===== src/rtl/instr_encoder_loader_if.sv =====
// Load-port bundle of the instruction encoder/loader: decoded instruction
// fields in over a valid/ready handshake, instruction-RAM write bus and
// loader status out.
interface instr_encoder_loader_if #(
  parameter int ADDR_W = 8
);
  logic              clear;
  logic              in_valid;
  logic              in_ready;
  logic [2:0]        opcode;
  logic [1:0]        op;
  logic [2:0]        rn;
  logic [2:0]        rd;
  logic [2:0]        rm;
  logic [1:0]        sh;
  logic [7:0]        im8;
  logic              mem_write;
  logic [ADDR_W-1:0] mem_addr;
  logic [15:0]       mem_dout;
  logic [ADDR_W:0]   count;
  logic              full;
  logic              err;

  // Program source / host side
  modport master (
    output clear, in_valid, opcode, op, rn, rd, rm, sh, im8,
    input  in_ready, mem_write, mem_addr, mem_dout, count, full, err
  );

  // Loader side
  modport slave (
    input  clear, in_valid, opcode, op, rn, rd, rm, sh, im8,
    output in_ready, mem_write, mem_addr, mem_dout, count, full, err
  );
endinterface


===== src/rtl/instr_encoder_loader.sv =====
// Instruction encoder/loader: packs decoded instruction fields into 16-bit
// words and writes them to consecutive instruction-memory addresses so a
// program can be loaded before the CPU is released. Illegal opcode/op
// combinations raise a sticky error flag and are dropped.
module instr_encoder_loader #(
  parameter int ADDR_W    = 8,
  parameter int DEPTH     = 256,
  parameter int BASE_ADDR = 0
) (
  input  logic                     clk,
  input  logic                     reset_n,
  instr_encoder_loader_if.slave    bus
);

  localparam int                CNT_W   = ADDR_W + 1;
  localparam logic [ADDR_W-1:0] BASE_A  = ADDR_W'(BASE_ADDR);
  localparam logic [CNT_W-1:0]  DEPTH_C = CNT_W'(DEPTH);
  localparam logic [CNT_W-1:0]  CNT_ONE = CNT_W'(1);
  localparam logic [ADDR_W-1:0] ADR_ONE = ADDR_W'(1);

  typedef enum logic {IDLE, WRITE} state_t;

  state_t            state_q, state_d;
  logic              mem_write_q, mem_write_d;
  logic [ADDR_W-1:0] mem_addr_q, mem_addr_d;
  logic [15:0]       mem_dout_q, mem_dout_d;
  logic [CNT_W-1:0]  count_q, count_d;
  logic              full_q, full_d;
  logic              err_q, err_d;

  logic              in_ready;
  logic              handshake;
  logic [16:0]       enc;

  // Returns {legal, word}; fields a sub-operation does not use are forced to 0.
  function automatic logic [16:0] encode(
    input logic [2:0] opcode,
    input logic [1:0] op,
    input logic [2:0] rn,
    input logic [2:0] rd,
    input logic [2:0] rm,
    input logic [1:0] sh,
    input logic [7:0] im8
  );
    logic [16:0] r;
    r = '0;
    case ({opcode, op})
      5'b110_10:           r = {1'b1, opcode, op, rn, im8};
      5'b110_00:           r = {1'b1, opcode, op, 3'b000, rd, sh, rm};
      5'b101_00, 5'b101_10: r = {1'b1, opcode, op, rn, rd, sh, rm};
      5'b101_01:           r = {1'b1, opcode, op, rn, 3'b000, sh, rm};
      5'b101_11:           r = {1'b1, opcode, op, 3'b000, rd, sh, rm};
      default:             r = '0;
    endcase
    return r;
  endfunction

  // Ready is combinational so it falls as soon as reset asserts or clear rises.
  assign in_ready  = reset_n & (state_q == IDLE) & ~full_q & ~bus.clear;
  assign handshake = bus.in_valid & in_ready;
  assign enc       = encode(bus.opcode, bus.op, bus.rn, bus.rd, bus.rm,
                            bus.sh, bus.im8);

  // Next-state logic for the IDLE/WRITE controller and its registered outputs.
  always_comb begin
    state_d     = state_q;
    mem_write_d = 1'b0;
    mem_addr_d  = mem_addr_q;
    mem_dout_d  = mem_dout_q;
    count_d     = count_q;
    full_d      = full_q;
    err_d       = err_q;
    case (state_q)
      IDLE: begin
        if (bus.clear) begin
          mem_addr_d = BASE_A;
          count_d    = '0;
          full_d     = 1'b0;
          err_d      = 1'b0;
        end else if (handshake) begin
          if (enc[16]) begin
            state_d     = WRITE;
            mem_write_d = 1'b1;
            mem_dout_d  = enc[15:0];
          end else begin
            err_d = 1'b1;
          end
        end
      end
      WRITE: begin
        // The in-flight write always completes; clear only rewinds afterwards.
        state_d = IDLE;
        if (bus.clear) begin
          mem_addr_d = BASE_A;
          count_d    = '0;
          full_d     = 1'b0;
          err_d      = 1'b0;
        end else if (count_q != DEPTH_C) begin
          count_d = count_q + CNT_ONE;
          if (count_q == DEPTH_C - CNT_ONE) begin
            full_d = 1'b1;
          end else begin
            mem_addr_d = mem_addr_q + ADR_ONE;
          end
        end
      end
      default: state_d = IDLE;
    endcase
  end

  // State and output registers; reset is asynchronous so a write in flight is lost.
  always_ff @(posedge clk or negedge reset_n) begin
    if (!reset_n) begin
      state_q     <= IDLE;
      mem_write_q <= 1'b0;
      mem_addr_q  <= BASE_A;
      mem_dout_q  <= '0;
      count_q     <= '0;
      full_q      <= 1'b0;
      err_q       <= 1'b0;
    end else begin
      state_q     <= state_d;
      mem_write_q <= mem_write_d;
      mem_addr_q  <= mem_addr_d;
      mem_dout_q  <= mem_dout_d;
      count_q     <= count_d;
      full_q      <= full_d;
      err_q       <= err_d;
    end
  end

  assign bus.in_ready  = in_ready;
  assign bus.mem_write = mem_write_q;
  assign bus.mem_addr  = mem_addr_q;
  assign bus.mem_dout  = mem_dout_q;
  assign bus.count     = count_q;
  assign bus.full      = full_q;
  assign bus.err       = err_q;

endmodule

===== src/flat_wrapper.sv =====
// flat-port wrapper written by rule: the top's interface ports become plain ports
module instr_encoder_loader_flat 
#(
  parameter int ADDR_W    = 8,
  parameter int DEPTH     = 256,
  parameter int BASE_ADDR = 0
)
  (clk, reset_n, bus_clear, bus_in_valid, bus_opcode, bus_op, bus_rn, bus_rd, bus_rm, bus_sh, bus_im8, bus_in_ready, bus_mem_write, bus_mem_addr, bus_mem_dout, bus_count, bus_full, bus_err);
  instr_encoder_loader_if #(.ADDR_W(ADDR_W)) bus_i ();
  input  logic clk;
  input  logic reset_n;
  input wire logic [$bits(bus_i.clear)-1:0] bus_clear;
  input wire logic [$bits(bus_i.in_valid)-1:0] bus_in_valid;
  input wire logic [$bits(bus_i.opcode)-1:0] bus_opcode;
  input wire logic [$bits(bus_i.op)-1:0] bus_op;
  input wire logic [$bits(bus_i.rn)-1:0] bus_rn;
  input wire logic [$bits(bus_i.rd)-1:0] bus_rd;
  input wire logic [$bits(bus_i.rm)-1:0] bus_rm;
  input wire logic [$bits(bus_i.sh)-1:0] bus_sh;
  input wire logic [$bits(bus_i.im8)-1:0] bus_im8;
  output wire logic [$bits(bus_i.in_ready)-1:0] bus_in_ready;
  output wire logic [$bits(bus_i.mem_write)-1:0] bus_mem_write;
  output wire logic [$bits(bus_i.mem_addr)-1:0] bus_mem_addr;
  output wire logic [$bits(bus_i.mem_dout)-1:0] bus_mem_dout;
  output wire logic [$bits(bus_i.count)-1:0] bus_count;
  output wire logic [$bits(bus_i.full)-1:0] bus_full;
  output wire logic [$bits(bus_i.err)-1:0] bus_err;
  assign bus_i.clear = bus_clear;
  assign bus_i.in_valid = bus_in_valid;
  assign bus_i.opcode = bus_opcode;
  assign bus_i.op = bus_op;
  assign bus_i.rn = bus_rn;
  assign bus_i.rd = bus_rd;
  assign bus_i.rm = bus_rm;
  assign bus_i.sh = bus_sh;
  assign bus_i.im8 = bus_im8;
  assign bus_in_ready = bus_i.in_ready;
  assign bus_mem_write = bus_i.mem_write;
  assign bus_mem_addr = bus_i.mem_addr;
  assign bus_mem_dout = bus_i.mem_dout;
  assign bus_count = bus_i.count;
  assign bus_full = bus_i.full;
  assign bus_err = bus_i.err;
  instr_encoder_loader #(.ADDR_W(ADDR_W), .DEPTH(DEPTH), .BASE_ADDR(BASE_ADDR)) u_core (.clk(clk), .reset_n(reset_n), .bus(bus_i));
endmodule

===== config.mk =====
export PLATFORM = sky130hd
export DESIGN_NAME = instr_encoder_loader_flat
export DESIGN_NICKNAME = d
export VERILOG_FILES = /design/src/rtl/instr_encoder_loader_if.sv /design/src/rtl/instr_encoder_loader.sv /design/src/flat_wrapper.sv
export SDC_FILE = /design/constraint.sdc
export NUM_CORES = 1
export LEC_CHECK = 0
export BUFFER_PORTS_ARGS = -buffer_cell sky130_fd_sc_hd__buf_2
export CORE_ASPECT_RATIO = 1.1
export CORE_MARGIN = 2
export CORE_UTILIZATION = 35
export CTS_CLUSTER_DIAMETER = 200
export DETAILED_ROUTE_END_ITERATION = 8
export PLACE_DENSITY_LB_ADDON = 0.2
export REMOVE_ABC_BUFFERS = 1
export SKIP_CTS_REPAIR_TIMING = 1
export SLEW_MARGIN = 10
export SYNTH_ARGS = -nofsm -noshare
export SYNTH_HDL_FRONTEND = slang
export SYNTH_SLANG_ARGS = --single-unit

===== constraint.sdc =====
create_clock -name clk -period 6.1 [get_ports clk]
set_input_delay 1.83 -clock clk [delete_from_list [all_inputs] [get_ports clk]]
set_output_delay 1.83 -clock clk [all_outputs]
set_load 0.05 [all_outputs]

==> results.txt, run 1 <==
The layout net count is ~280. Sequential cells account for 47.4% of the total power. The maximum buffer depth of the clock tree came out at 2. The number of iterations in the first detailed-routing pass is 4. The number of global-route vias before repair is 1,507.

Traced cell by cell, the critical path runs through buf_2 -> nor4b_4 -> buf_2. The worst path required time is 4.27 ns. The number of storage elements in the synthesis netlist is 36. Of the post-synthesis cell area, the dominant cell type holds 48.8%. By area the synthesized netlist is led by sky130_fd_sc_hd__dfrtp_1 49%, sky130_fd_sc_hd__o21ai_0 5.4%, sky130_fd_sc_hd__nand2_1 4.5%, sky130_fd_sc_hd__a32oi_1 3.8%, sky130_fd_sc_hd__ha_1 2.7%. The async set-reset flop share out of synthesis is between 90% and 100%. The critical path is of the in2out type. For this block, the routed nets add up to roughly 4.2 mm of wire. The count of standard-cell rows is 27. The worst hold path belongs to the class reg2reg. Setup violations remaining at the end of the flow were counted as 0. The cell with the most instances on the worst path is sky130_fd_sc_hd__buf_2. The clock-pin slew reported for the worst setup and hold paths after clock tree synthesis is 0.07 ns. For this configuration, the core starts out at a cell density of between 30% and 40%.

The estimated wirelength of the detail-placed design came out at between 3 and 4 mm. The H-tree was split into 2 levels. The number of maximum-capacitance constraint violations came out at 0.

The pin count of the biggest net entering global routing is 37. The remaining antenna violation count came out at 0. Of the synthesized area, sequential elements account for 48.8%. Along the worst path, the maximum fanout reaches 21. The slowest cell on the critical path is sky130_fd_sc_hd__nor4b_4. Clock tree synthesis selected as its root buffer the cell sky130_fd_sc_hd__clkbuf_8. The yosys synthesis warning count came out at 0.

The met3 track demand over resource is between 4 and 5%. For this run, global-route usage on met1 was measured as approximately a fifth. The kind of end point of the critical path is an output port. The number of top-level pins is 65. The maximum VDD drop came out at approximately 110 uV.

CTS saw 36 sinks. Dividing total power by cell area gives a power density of about 240 nW/um^2. The number of flops mapped to enable cells by yosys came out at 0. For this block, the initial DRC count from the detailed router was 76. Between clock sinks in the finished design, the worst skew comes to 0.00990 ns. Counting the fill cells in the layout gives between 400 and 500.

Setup repair after global routing left no endpoint under its margin. Relative to the synthesized area, the layout overhead comes to 24.3%. The sort of element at the start of the critical path is a primary input. The number of antenna violations at the first check in global routing came out at 0. The post-synthesis cell count is around 180. Among all flip-flop cells after synthesis, the most frequent one is sky130_fd_sc_hd__dfrtp_1. Counting instances in the post-synthesis netlist gives the leading cell types as 36 x sky130_fd_sc_hd__dfrtp_1, 22 x sky130_fd_sc_hd__nand2_1, 20 x sky130_fd_sc_hd__o21ai_0. The sum of overflow across all layers after global routing came out at 0. In this run, distinct cell masters in the synthesized netlist total 44. The cell area after technology mapping is approximately 1800 um^2. The total DRC errors in the routed layout came out at 0.

sky130_fd_sc_hd__dfrtp_1 takes more of the synthesized area than any other cell. The core region is a little over 5000 um^2. The global-route met2 utilization came out at between 20% and 30%. Headroom to the max-slew limit came out at a little under 40%. The internal power component is 373 uW. The transition at the pin with the smallest max-transition slack is between 0.9 and 1 ns. After layout, the minimum clock period comes to 4.66 ns.

Among all cell types in the netlist, the one instantiated most often is sky130_fd_sc_hd__dfrtp_1. The family with the most delay on the worst path is buffers and inverters. The TritonCTS buffer count came out at 5. The period utilization came out at between 70 and 80%. The run finished with clean final reports. The antenna diode instance count is 0. The number of endpoints with negative hold slack in the final report came out at 0. The switching power share of the total came out at approximately a third. The leakage power came out at roughly 0.0011 uW. Buffers placed on the I/O ports in this run total 64. The global-route usage over all layers is 15.1%. Adding up every negative setup slack in the final design gives 0 ns. For this block, the via count after detailed routing is approximately 1,600. The horizontal extent of the die is around 73 um. Using the TritonRoute via totals, the vias-per-cell ratio works out to 5.24. The height of the die came out at about 80 um. The power share of the clock group came out at a little under a third. The first-pass GRT wire length is just over 7 mm. The maximum single-stage delay on the critical path came out at approximately 0.43 ns. The floorplan step defined a die boundary enclosing around 5900 um^2. The critical path contains buffers and inverters numbering 2 combined. The later pin in the worst-skew pair is clocked with a latency of between 0.2 and 0.3 ns. TritonCTS built the clock tree. The congestion estimate from routability-driven global placement came to 0.750. The achievable frequency is roughly 0.21 GHz.

The mean instance size in the synthesized netlist came out at 10.0 um^2. Of the cells placed in the final design, the portion with a size suffix greater than 1 is 34.3%. The global-route layer with the greatest usage is met2. The signal arrival time at the worst endpoint is approximately 2.8 ns. The final-report max-slew violation count came out at 0.

The final routed wire length divided by cell count came out at 13.6 um. The switching power total came out at 176 uW. The utilization of the core after routing is 45.6%.

Of the total power, combinational logic draws between 20% and 30%.
## per-stage QoR
stage          total power (uW)  instance area (um^2)  hold slack [ns]  setup slack, ns  cells
6_report                    550                  2300            0.469             1.44    306
3_3_place_gp                382                  2200            0.447             1.44    298
4_1_cts                     561                  2300            0.485             1.44    306
2_1_floorplan               341                  1800            0.765             1.71    175
5_1_grt                     579                  2300            0.506             1.41    306
3_5_place_dp                382                  2200            0.466             1.45    298
## final cells by class
class / instances / area, um^2 / area share [%]
Timing Repair Buffer: 65 / 328 / 14.3
Clock buffer: 6 / 82.6 / 3.60
Tap cell: 58 / 72.6 / 3.16
Clock inverter: 2 / 10.0 / 0.436
Sequential cell: 36 / 901 / 39.2
Inverter: 6 / 22.5 / 0.981
Multi-Input combinational cell: 133 / 880 / 38.3
## power groups by stage
stage               registers [uW]  logic, uW  clock network (uW)
floorplan                      315       26.2                   0
global placement               265        116                   0
detailed placement             265        118                   0
CTS                            261        117                 183
global route                   263        124                 192
finish                         261        116                 173
## layout by cell type (no fill, tap or decap), drive strengths merged, types with 2 or more instances in the layout
cell    instances
a21oi           9
a22o            5
a31oi           3
a32oi           8
and2b           2
and3            5
buf            65
clkbuf          6
clkinv          2
dfrtp          36
ha              4
inv             6
mux2            3
nand2          23
nand2b          2
nand4           7
nor2            8
nor2b           6
o21ai          21
o31ai           2
or3             7
or4             2
xor2            3
## worst paths after layout
check,from,endpoint,slack (ns),cells past startpoint
max in group asynchronous,reset_n,u_core.bus.count[8],4.15,2
max reg2reg,u_core.bus.count[4],u_core.bus.mem_addr[4],3.94,8
min,u_core.bus.mem_dout[15],u_core.bus.mem_dout[15],0.47,1
max,bus_clear,bus_in_ready,1.44,3
min reg2reg,u_core.bus.mem_dout[15],u_core.bus.mem_dout[15],0.47,1
min in group asynchronous,reset_n,u_core.bus.count[3],1.61,2
## cells by family (layout without fill, tap and decap cells)
family | count (synthesis) | count (layout) | synth area share [%]
simple gates | 68 | 68 | 21.9
mux | 3 | 3 | 2.03
buf+inv | 15 | 79 | 3.59
flops | 36 | 36 | 48.8
xor+xnor | 3 | 3 | 1.42
compound gates | 55 | 55 | 19.6
fa+ha+maj | 4 | 4 | 2.71
## metal layers
layer | up-vias | part of all wire, % | wire, um
met5 | - | 0 | 0
met4 | 0 | 1.1 | 46
li1 | 801 | - | -
met2 | 50 | 45 | 1880
met3 | 4 | 6.4 | 267
met1 | 749 | 47 | 1960
## state kept, by name (all words and copies together) (netlist names)
signal and flops:
u_core.bus.mem_dout 16, u_core.bus.count 9, u_core.bus.mem_addr 8, u_core.bus.err 1, u_core.bus.full 1, u_core.bus.mem_write 1
Power figures use the tool's default switching activity.
==> run 2, diff against run 1 <==
- clock period: 6.1 -> 3.8 ns (I/O delays scaled with it)
==> run 2 against run 1 <==
Compared with the run above:
- sequential cell count stayed put
- count of clock-buffer cells in the layout grew 2
- via count increased by 2.8%
- clock power increased by 63%
- critical endpoint unchanged
- largest cell class unchanged
- largest power group unchanged
- highest routed layer unchanged
==> results.txt, run 2 (synthesized netlist as in run 1, its figures left out) <==
The area of the die is 5870 um^2 (unchanged). The antenna diode instance count is 0 (unchanged). The estimated wirelength of the detail-placed design came out at 3.19 mm (was 3.04 mm). The switching power total was 285 uW (was 176 uW).

The ratio of cells with drive above 1 in the final layout is 33.7% (was 34.3%). The sort of element at the start of the critical path was a primary input (unchanged). The global-route usage over all layers came out at 15.6% (was 15.1%).

The utilization of the core after routing came out at 45.7% (was 45.6%). The number of top-level pins is 65 (unchanged). The internal power component is 603 uW (was 373 uW).

The number of setup violations in the final report is 0 (unchanged). The count of fill cells added during filler insertion came out at 508 (was 492). The flip-flop count of the largest register, all copies and words added came to 16 (unchanged). The number of global-route vias before repair came to 1,476 (was 1,507). The cell with the most instances on the worst path is sky130_fd_sc_hd__buf_2 (unchanged). The kind of end point of the critical path is an output port (unchanged). The routed via count came out at 1,649 (was 1,604). The buffer type at the clock tree root is sky130_fd_sc_hd__clkbuf_8 (unchanged). The maximum single-stage delay on the critical path came out at 0.48 ns (was 0.43 ns). Run status: finished clean (unchanged). The number of endpoints with negative hold slack in the final report is 0 (unchanged).

The final worst setup slack came out at 0.564 ns (was 1.44 ns). The pin count of the biggest net entering global routing came out at 37 (unchanged). The most common library cell in the layout ignoring fill and taps is sky130_fd_sc_hd__buf_2 (unchanged). The startpoint-to-endpoint class of the critical path is in2out (unchanged). The share of total power in combinational logic is 21.1% (about the same). The total clock sinks is 36 (unchanged). The top fanout value on the critical path came to 4 (was 21).

The TritonCTS clock tree is built (unchanged). Cell breakdown of the critical path: buf_2 -> nor4b_4 -> buf_2 (unchanged). The count of buffers from port buffering came out at 64 (unchanged).

For the finished layout, the period the worst path requires is between 3 and 4 ns. The worst slack at placement was 0.585 ns (was 1.45 ns). The worst clock skew on the final layout came to 0.0103 ns (was 0.00990 ns).

Static timing analysis puts the maximum clock frequency at between 0.3 and 0.4 GHz. The area added between synthesis and finish is 24.6% (was 24.3%). The clock latency of the later-clocked register in the worst-skew pair came out at 0.29 ns (was 0.28 ns). The worst path buffer plus inverter count is 2 (unchanged). The number of placed instances, taps included is 299 (was 298).

The critical hold path startpoint is u_core.bus.mem_dout[15] (unchanged). The worst hold path class is reg2reg (unchanged). The transition at the pin with the smallest max-transition slack is 0.897 ns (was 0.903 ns). The total wire length after detailed routing came to 4.41 mm (was 4.16 mm). The height of the die came out at 80.2 um (unchanged).

The timing startpoint of the critical path is bus_clear (unchanged). The total power per unit cell area is 386 nW/um^2 (was 239 nW/um^2). The multi-input logic area came out at 880 um^2 (unchanged). The maximum VDD drop is 219 uV (was 109 uV). The sum of overflow across all layers after global routing came out at 0 (unchanged). The worst path required time came to 2.66 ns (was 4.27 ns). The number of maximum-capacitance constraint violations is 0 (unchanged). The horizontal extent of the die came out at 73.3 um (unchanged).

The overall power after layout came out at 888 uW (was 550 uW). The final non-filler cell total is 307 (was 306). The family with the most delay on the worst path is simple AND/OR/NAND/NOR gates (was buffers and inverters). The period utilization is 85.2%. The power share of the clock group is 31.7% (was 31.5%). The total DRC errors in the routed layout is 0 (unchanged). The layout net count is 280 (was 279). The sequential cell area in the final layout is 901 um^2 (unchanged). Unrepaired setup endpoints after global routing: false (unchanged). The launch point of the worst reg-to-reg path is u_core.bus.mem_write (was u_core.bus.count[4]).

Most frequent cells in the layout: 64 x sky130_fd_sc_hd__buf_2, 36 x sky130_fd_sc_hd__dfrtp_1, 22 x sky130_fd_sc_hd__nand2_1 (unchanged). The leakage power came out at 0.00112 uW (about the same). The final routed wire length divided by cell count is 14.4 um (was 13.6 um).

The standard cell core area came out at 5030 um^2 (unchanged). The last weighted congestion value of the routability-driven placer is 0.776 (was 0.750). The slowest cell on the critical path is sky130_fd_sc_hd__nor4b_4 (unchanged). The starting density of the core came to 36.7% (unchanged). The TritonCTS buffer count was 5 (unchanged). The detail-routed via count per cell is 5.37 (was 5.24).

The clock-pin slew reported for the worst setup and hold paths after clock tree synthesis was 0.07 ns (about the same). The first-pass GRT wire length came to 7.00 mm (was 7.04 mm). The H-tree level count came out at 2 (unchanged). The first-iteration detailed-routing DRC count is 101 (was 76). The count of standard-cell rows is 27 (unchanged).

The final-report max-slew violation count came out at 0 (unchanged). The accumulated negative setup slack came out at 0 ns (unchanged). The number of antenna violations at the first check in global routing came out at 0 (unchanged).

The signal arrival time at the worst endpoint is 2.10 ns (was 2.83 ns). The switching power share of the total is 32.1% (about the same). The maximum buffer depth of the clock tree is 2 (unchanged). The remaining antenna violation count came out at 0 (unchanged).

The relative max-transition margin is 40.2% (was 39.8%). The sequential group share of total power came to 47.2% (was 47.4%). The number of iterations in the first detailed-routing pass is 4 (unchanged).
==> run 2: layer usage <==
layer / global-route usage (%) / up-vias / wire length [um]
li1: - / 809 / -
met1: 20.9 / 768 / 2030
met2: 23.0 / 61 / 1990
met3: 5.14 / 11 / 279
met4: 6.48 / 0 / 109
met5: 0 / - / 0
==> run 2: metrics by stage <==
stage / cell area (um^2) / hold WS (ns)
detailed placement: 2210 / 0.457
global route: 2300 / 0.489
floorplan: 1800 / 0.765
finish: 2300 / 0.473
global placement: 2210 / 0.455
CTS: 2300 / 0.475
==> run 2: worst paths after layout <==
| path | endpoint | slack [ns] | cells past startpoint |
|---|---|---|---|
| worst min-delay path | u_core.bus.mem_dout[15] | 0.47 | 1 |
| worst max-delay path | bus_in_ready | 0.56 | 3 |
| worst min register to register | u_core.bus.mem_dout[15] | 0.47 | 1 |
| max in group asynchronous | u_core.bus.mem_write | 2.55 | 2 |
| min in group asynchronous | u_core.bus.count[1] | 0.91 | 2 |
| worst max register to register | u_core.bus.mem_dout[12] | 1.59 | 3 |
==> run 2: area by class of cell <==
cell class                      count  area share (%)
Timing Repair Buffer               66            14.6
Tap cell                           58            3.15
Sequential cell                    36            39.2
Inverter                            6           0.979
Multi-Input combinational cell    133            38.2
Clock buffer                        8            3.92
==> run 2: power groups by stage <==
stage / sequential [uW] / combinational (uW) / clock, uW
4_1_cts: 419 / 189 / 291
5_1_grt: 422 / 201 / 304
6_report: 419 / 188 / 282
3_3_place_gp: 426 / 187 / 0
2_1_floorplan: 505 / 42.0 / 0
3_5_place_dp: 425 / 190 / 0
==> run 3, diff against run 2 <==
- RECOVER_POWER: not set -> 100
==> run 3 against run 2 <==
Compared with the run above:
- the flow now finishes with violations (max-capacitance violations, max-slew violations)
- register-to-register slack worse by 0.32 ns
- via count fell by 0.12%
- clock skew about the same
- fmax down 4.0%
- worst setup slack got worse by 0.14 ns
- non-clock buffer count stayed put
- clock power hardly changed
- sequential share of layout area is 1.3 points higher
- critical path type unchanged
- critical endpoint unchanged
- largest power group unchanged
==> results.txt, run 3 (synthesized netlist as in run 1, its figures left out) <==
The final non-filler cell total is 307 (unchanged). The count of buffers from port buffering came out at 64 (unchanged). The worst hold path class is reg2reg (unchanged). The multi-input logic area was 865 um^2 (was 880 um^2). The detail-routed via count per cell came to 5.36 (was 5.37).

The checks that failed: max-capacitance violations, max-slew violations. The remaining antenna violation count is 0 (unchanged). The area added between synthesis and finish is 20.7% (was 24.6%).

The buffer type at the clock tree root is sky130_fd_sc_hd__clkbuf_8 (unchanged). The sort of element at the start of the critical path is a primary input (unchanged). The sequential cell area in the final layout is 901 um^2 (unchanged). The TritonCTS clock tree was built (unchanged). The transition at the pin with the smallest max-transition slack is 2.05 ns (was 0.897 ns). The estimated wirelength of the detail-placed design came out at 3.19 mm (unchanged). The global-route usage over all layers came out at 15.6% (unchanged). The final routed wire length divided by cell count is 14.5 um (was 14.4 um).

The number of setup violations in the final report came out at 0 (unchanged). The leakage power is 0.000958 uW (was 0.00112 uW). The number of maximum-capacitance constraint violations came to 2 (was 0). The flip-flop count of the largest register, all copies and words added came out at 16 (unchanged). The final worst setup slack came out at 0.428 ns (was 0.564 ns). The clock latency of the later-clocked register in the worst-skew pair came out at 0.29 ns (about the same). Unrepaired setup endpoints after global routing: false (unchanged). The most common library cell in the layout ignoring fill and taps is sky130_fd_sc_hd__clkbuf_1 (was sky130_fd_sc_hd__buf_2). The pin count of the biggest net entering global routing is 37 (unchanged). The clock-pin slew reported for the worst setup and hold paths after clock tree synthesis is 0.06 ns (was 0.07 ns). The relative max-transition margin came to -36.7% (was 40.2%). The maximum VDD drop came out at 216 uV (was 219 uV). The H-tree level count came out at 2 (unchanged).

The number of endpoints with negative hold slack in the final report came to 0 (unchanged). The achievable frequency is 0.297 GHz (was 0.309 GHz). The period utilization is 88.7% (was 85.2%).

The top fanout value on the critical path is 4 (unchanged). The number of iterations in the first detailed-routing pass was 4 (unchanged). The routed via count is 1,647 (was 1,649). The accumulated negative setup slack is 0 ns (unchanged).

The number of placed instances, taps included came out at 299 (unchanged). Run status: finished with violations (was finished clean). The time the final worst path needs with I/O delays and setup came out at 3.37 ns (was 3.24 ns). The starting density of the core came out at 36.7% (unchanged). The number of top-level pins came out at 65 (unchanged). The total wire length after detailed routing came to 4.45 mm (was 4.41 mm). The worst path required time is 2.66 ns (about the same). The horizontal extent of the die came out at 73.3 um (unchanged).

The maximum buffer depth of the clock tree was 2 (unchanged). The area of the die is 5870 um^2 (unchanged). The number of antenna violations at the first check in global routing came out at 0 (unchanged). The worst slack at placement is 0.585 ns (unchanged). The layout net count is 280 (unchanged).

The signal arrival time at the worst endpoint came to 2.23 ns (was 2.10 ns). The total DRC errors in the routed layout was 0 (unchanged). The number of global-route vias before repair is 1,476 (unchanged).

The antenna diode instance count came out at 0 (unchanged). The ratio of cells with drive above 1 in the final layout is 16.1% (was 33.7%). The final-report max-slew violation count is 62 (was 0).

The startpoint-to-endpoint class of the critical path is in2out (unchanged). The standard cell core area was 5030 um^2 (unchanged). The height of the die came out at 80.2 um (unchanged). The sum of overflow across all layers after global routing is 0 (unchanged).

The first-iteration detailed-routing DRC count is 114 (was 101). The count of fill cells added during filler insertion is 527 (was 508). The count of standard-cell rows came to 27 (unchanged). The total power per unit cell area was 395 nW/um^2 (was 386 nW/um^2). The kind of end point of the critical path is an output port (unchanged). The total clock sinks is 36 (unchanged). Most frequent cells in the layout: 43 x sky130_fd_sc_hd__clkbuf_1, 36 x sky130_fd_sc_hd__dfrtp_1, 25 x sky130_fd_sc_hd__buf_2 (was 64 x sky130_fd_sc_hd__buf_2, 36 x sky130_fd_sc_hd__dfrtp_1, 22 x sky130_fd_sc_hd__nand2_1). The first-pass GRT wire length came out at 7.00 mm (unchanged). The TritonCTS buffer count came out at 5 (unchanged).

The worst clock skew on the final layout is 0.00998 ns (was 0.0103 ns). The last weighted congestion value of the routability-driven placer is 0.776 (unchanged).
## run 3: where the power goes
group          internal [uW]  leakage, uW  total (uW)  switching (uW)
registers                405     0.000483         420            14.4
logic                   41.4     0.000430         179             137
clock network            148    0.0000455         283             135
total                    595     0.000958         881             286
## run 3: final cells by class
cell class | count | area share, %
sequential | 36 | 40.4
tap | 58 | 3.25
inverter | 6 | 1.01
clock buffer | 8 | 4.04
multi-input combinational | 133 | 38.8
timing repair buffer | 66 | 12.5
## run 3: metrics by stage
| step | util, % | hold slack [ns] | total power, uW | area (um^2) |
|---|---|---|---|---|
| final | 44.3 | 0.480 | 881 | 2230 |
| after global routing | 44.3 | 0.491 | 918 | 2230 |
| after CTS | 45.7 | 0.475 | 900 | 2300 |
| after detailed placement | 43.9 | 0.457 | 615 | 2210 |
| after global placement | 43.9 | 0.455 | 614 | 2210 |
| after floorplan | - | 0.765 | 547 | 1800 |
## run 3: final timing paths
check	startpoint	to	slack, ns	cells past startpoint
worst min register to register	u_core.bus.mem_dout[0]	u_core.bus.mem_dout[0]	0.48	2
worst max-delay path	bus_clear	bus_in_ready	0.43	3
min in group asynchronous	reset_n	u_core.bus.count[1]	1.54	2
worst min-delay path	u_core.bus.mem_dout[0]	u_core.bus.mem_dout[0]	0.48	2
worst max register to register	u_core.bus.mem_write	u_core.bus.mem_dout[12]	1.27	3
max in group asynchronous	reset_n	u_core.bus.mem_dout[3]	1.08	2
## run 3: routing by layer
metal  share of wire [%]  GRT usage (%)  vias to the layer above
li1                    -              -                      809
met5                   0              0                        -
met4                 2.4           6.48                        0
met3                 5.9           5.14                       11
met2                  45           23.0                       50
met1                  47           20.9                      777
## run 3: worst max-delay path, stage by stage
cell and delay (ns):
sky130_fd_sc_hd__clkbuf_1 0.11, sky130_fd_sc_hd__nor4b_4 0.47, sky130_fd_sc_hd__clkbuf_1 0.51
